`src/rtl/uart_tx_serializer.sv`:
```
// uart_tx_serializer: shifts a preformatted UART frame out LSB first, one bit per baud tick,
// chaining frames back-to-back when the holding register has the next one ready.
module uart_tx_serializer #(
  parameter int FRAME_W = 12,
  parameter int MIN_LEN = 7
) (
  input  logic               clk_i,
  input  logic               rst_ni,
  input  logic               baud_tick,
  input  logic [FRAME_W-1:0] frame_i,
  input  logic               frame_valid_i,
  input  logic [3:0]         frame_len_i,
  output logic               enable_o,
  output logic               tx_o,
  output logic               busy_o,
  output logic               done_o
);
  localparam logic [0:0] IDLE  = 1'b0;
  localparam logic [0:0] SHIFT = 1'b1;
  logic [0:0]         state_q, state_d;
  logic               tx_q, tx_d, en_q, en_d, done_q, done_d;
  logic [FRAME_W-1:0] sh_q, sh_d;
  logic [3:0]         cnt_q, cnt_d, len_c;
  logic               last, load;
  always_comb begin
    len_c = frame_len_i < 4'(MIN_LEN) ? 4'(MIN_LEN)
          : frame_len_i > 4'(FRAME_W) ? 4'(FRAME_W) : frame_len_i;
    last  = baud_tick && state_q == SHIFT && cnt_q == 4'd0;
    // a new frame loads from idle or on the final tick of the current one
    load  = baud_tick && frame_valid_i && (state_q == IDLE || last);
  end
  always_comb begin
    state_d = state_q;
    tx_d    = tx_q;
    sh_d    = sh_q;
    cnt_d   = cnt_q;
    en_d    = load;
    done_d  = last;
    if (load) begin
      state_d = SHIFT;
      tx_d    = frame_i[0];
      sh_d    = frame_i >> 1;
      cnt_d   = len_c - 4'd1;
    end else if (last) begin
      state_d = IDLE;
      tx_d    = 1'b1;
    end else if (baud_tick && state_q == SHIFT) begin
      tx_d    = sh_q[0];
      sh_d    = sh_q >> 1;
      cnt_d   = cnt_q - 4'd1;
    end
  end
  always_ff @(posedge clk_i) begin
    if (!rst_ni) begin
      state_q <= IDLE;
      tx_q    <= 1'b1;
      sh_q    <= '0;
      cnt_q   <= '0;
      en_q    <= 1'b0;
      done_q  <= 1'b0;
    end else begin
      state_q <= state_d;
      tx_q    <= tx_d;
      sh_q    <= sh_d;
      cnt_q   <= cnt_d;
      en_q    <= en_d;
      done_q  <= done_d;
    end
  end
  assign enable_o = en_q;
  assign done_o   = done_q;
  assign tx_o     = tx_q;
  assign busy_o   = state_q == SHIFT;
endmodule
```
`config.mk`:
```
export PLATFORM = sky130hd
export DESIGN_NAME = uart_tx_serializer
export DESIGN_NICKNAME = d
export VERILOG_FILES = /design/src/rtl/uart_tx_serializer.sv
export SDC_FILE = /design/constraint.sdc
export NUM_CORES = 1
export LEC_CHECK = 0
export BUFFER_PORTS_ARGS = -buffer_cell sky130_fd_sc_hd__buf_2
export CAP_MARGIN = 0
export CORE_ASPECT_RATIO = 1.4
export CORE_MARGIN = 4
export CORE_UTILIZATION = 50
export CTS_BUF_LIST = sky130_fd_sc_hd__clkbuf_8 sky130_fd_sc_hd__clkbuf_16
export CTS_CLUSTER_DIAMETER = 40
export DETAILED_ROUTE_END_ITERATION = 16
export GPL_TIMING_DRIVEN = 0
export PLACE_DENSITY = 0.85
export SLEW_MARGIN = 5
export SYNTH_ARGS = -nofsm -noshare
export SYNTH_HDL_FRONTEND = slang
export SYNTH_SLANG_ARGS = --single-unit
```
`constraint.sdc`:
```
create_clock -name clk_i -period 5.85 [get_ports clk_i]
set_clock_uncertainty 0.15 [all_clocks]
set_input_delay 1.17 -clock clk_i [delete_from_list [all_inputs] [get_ports clk_i]]
set_output_delay 1.17 -clock clk_i [all_outputs]
set_load 0.03 [all_outputs]
```
==> results.md <==
* Startpoint types: input port
* Critical path depth at 10
* Tot GR Track Use at 0.185
* RSZ-0062 raised after global routing: no
* Number of remaining DRC errors at 0
* Initial antenna violation count at 0
* Multi-input logic area at about 590 µm²
* Worst Setup EP: cnt_q[2]
* Clk root buf: clkbuf_8
* CTS tree: built
* Crit path from: frame_valid_i
* Worst-margin pin slew at ~0.46 ns
* CP max stage cell: clkbuf_1
* Clk pwr share at 0.302
* Buf/Inv on CP at 3
* Post-route clock period utilization at 0.495
* Deepest clock path buffer count at 2
* Crit end category: flop
* Vias in the first global route at between 800 and 900
* Post-route setup slack at ~3.0 ns
* Die Area at between 2000 and 3000 µm²
* Initial Utilization at 0.522
* Reg2Reg Depth at 8
* Synth Register Bits at 19
* Switching Share at 0.287
* Synthesized Nets at between 100 and 150
* Num CTS Buffers at 3
* Top post-synthesis cells by area: dfxtp_1 37%, o21ai_0 11%, nand3b_1 8.1%
* Fin area at 1200 µm²
* Reg-to-reg startpoint: cnt_q[0]
* Cts repair resizes at 0
* H-tree levels at 1
* Min Clock Period, post-route at between 2 and 3 ns
* Maxcap violations at 0
* Routed Antenna Nets at 0
* Via density at around 6
* Fillers at roughly 170
* Drt first pass iters at 4
* Inst Count DP at approximately 170
* Yosys top cell area share at 0.374
* Power per Cell Area at approximately 250 nW/µm²
* Switching Power at between 0.08 and 0.09 mW
* Critical Path, Cell by Cell: buf_2, clkbuf_1, nand2_1, nor2_1, mux2i_1, ha_1, inv_1, o2111ai_1, mux2i_1, a31o_2
* Ys async rst share at 0
* Cell mode on critical path: mux2i_1
* Int Pwr at 0.213 mW
* Worst slew margin at 0.691
* R2r endpoint: cnt_q[2]
* Standard-cell rows at 19
* GPL Wtd Cong at 0.882
* Register area at 380 µm²
* YS warnings at 0
* Critical path class: in -> reg
* Hold WS at between 0.3 and 0.4 ns
* Clock Sinks at 19
* Logic pwr share at 0.204
* P_leak at 0.510 nW
* Core area at between 1500 and 2000 µm²
* Detailed Route Iter0 Violations at 22
* Hold Path Cell Cnt at 2
* Final setup vio count at 0
* Post-Syn Instances at ~120
* Post-DP Area at about 1200 µm²
* Overflow after GRT at 0
* Top-count cell post-synth: o21ai_0
* Area delta synth->final at 18.5%
* Final WL at 2390 µm
* I/O Buffers at 23
* Die X-Extent at roughly 46 µm
* Yosys cell types at 34
* Layout Cells excl Fill at 170
* Critical path peak fanout at 10
* N_diodes at 0
* Reg2reg setup slack at between 3 and 4 ns
* Share of layout cells above drive strength 1 at 0.235
* Max Transition Viols Final at 0
* Postcts setup bufs at 0
* Worst vdd ir at roughly 0.14 mV
* Largest net degree at the start of global routing at 12
* Detailed placer's ending HPWL at between 1500 and 2000 µm
* Crit path largest cell delay at 0.35 ns
* Global-route wire length before repair at about 3900 µm
* I/O pin count at 24
* Worst path arrival time at a little under 3 ns
* Top post-synthesis cells by count: 22 x o21ai_0, 19 x dfxtp_1, 13 x a21oi_1
* Status: completed
* Clk pin slew, worst setup/hold paths at around 0.07 ns
* Mapped Area at slightly above 1000 µm²
* Number of synthesized flops with an enable pin at 0
* Worst hold path type: reg -> reg
* WL/cell at around 14 µm
* CP delay by family, top: buffers and inverters
* Worst-Skew Late Latency at ~0.26 ns
* Final net count at ~170
* Setup WS pre-CTS at approximately 2.7 ns
* Post-synth top area cell: dfxtp_1
* Final Hold Vio Count at 0
* CTS hold repair buffers at 0
* Sequential fraction of the synthesis area at 0.374
* Prevailing post-synth register cell: dfxtp_1
* Die height at roughly 61 µm
* Sequential power share at 0.494
* Max frequency at approximately 350 MHz
* Avg Cell Area, Syn at 8.34 µm²
* Setup TNS at 0 ns
* WP data required at just under 6 ns
* Vias at about 1000
[area by class of cell]
class                   count  share of cell area
plain buffers              10              0.0343
clock buffers               3              0.0343
clock inverters             1             0.00415
inverters                   2             0.00623
multi-input cells          91               0.488
flip-flops and latches     19               0.316
well taps                  21              0.0218
repair buffers             23              0.0955
[cell families (layout without fill, tap and decap cells)]
kind of cell | Yosys count | after routing | synth area share
buf+inv | 12 | 39 | 0.0480
flops | 19 | 19 | 0.374
compound gates | 54 | 54 | 0.344
simple gates | 33 | 33 | 0.192
mux | 3 | 3 | 0.0295
fa+ha+maj | 1 | 1 | 0.0123
[power by group through the flow]
stage / logic [mW] / clock network (mW) / registers [mW]
finish: 0.0611 / 0.0903 / 0.148
global route: 0.0688 / 0.0974 / 0.149
CTS: 0.0611 / 0.0926 / 0.148
detailed placement: 0.0608 / 0 / 0.151
global placement: 0.0589 / 0 / 0.150
floorplan: 0.0400 / 0 / 0.151
[registers in the layout, summed over array words and instances, names as in the netlist]
name,count
busy_o,1
cnt_q,4
done_o,1
enable_o,1
sh_q,11
tx_o,1
[stage by stage]
| step | util | total power, mW |
|---|---|---|
| finish | 0.618 | 0.299 |
| global route | 0.618 | 0.315 |
| CTS | 0.618 | 0.301 |
| detailed placement | 0.594 | 0.211 |
| global placement | 0.594 | 0.209 |
| floorplan | - | 0.191 |
[worst min-delay path by stage]
stage	startpoint	endpoint	slack, ns
finish	tx_o	tx_o	0.32
global route	tx_o	tx_o	0.35
detailed placement	tx_o	tx_o	0.31
floorplan	sh_q[10]	sh_q[10]	0.33
global placement	tx_o	tx_o	0.30
CTS	tx_o	tx_o	0.33
[layer usage]
metal  wire length (µm)  global-route usage  part of all wire
met5                  0                   0                 0
met4                 38               0.106             0.016
met3                132              0.0351             0.055
met2               1220               0.305              0.51
met1                995               0.219              0.42
[placed cells by master, fill, tap and decap left out]
| master | count |
|---|---|
| and2_1 | 1 |
| o41ai_4 | 1 |
| o21ai_1 | 2 |
| a22oi_1 | 1 |
| a21oi_1 | 13 |
| o2111ai_1 | 2 |
| o21a_1 | 1 |
| o211a_1 | 1 |
| nand2_1 | 8 |
| dfxtp_1 | 19 |
| or3_1 | 1 |
| clkbuf_8 | 3 |
| o211ai_1 | 2 |
| or3b_2 | 1 |
| nand2b_1 | 2 |
| clkbuf_1 | 7 |
| nor3_1 | 1 |
| o31ai_1 | 1 |
| a21boi_0 | 2 |
| a31o_2 | 1 |
| a31oi_1 | 1 |
| nor2b_1 | 1 |
| nand3b_1 | 11 |
| a32oi_1 | 1 |
| and3_1 | 1 |
| mux2i_1 | 3 |
| o221a_2 | 2 |
| ha_1 | 1 |
| nand3_1 | 2 |
| inv_1 | 2 |
| or4b_1 | 1 |
| o21ai_0 | 22 |
| buf_2 | 26 |
| o41a_1 | 1 |
| clkinv_2 | 1 |
| nor2_1 | 3 |
[tightest hold or removal path, cell delays in order (launching register included)]
cell and delay, ns:
dfxtp_1 0.31, nand2_1 0.05, nand3_1 0.06
No activity file was read; power rests on OpenSTA's default activity.
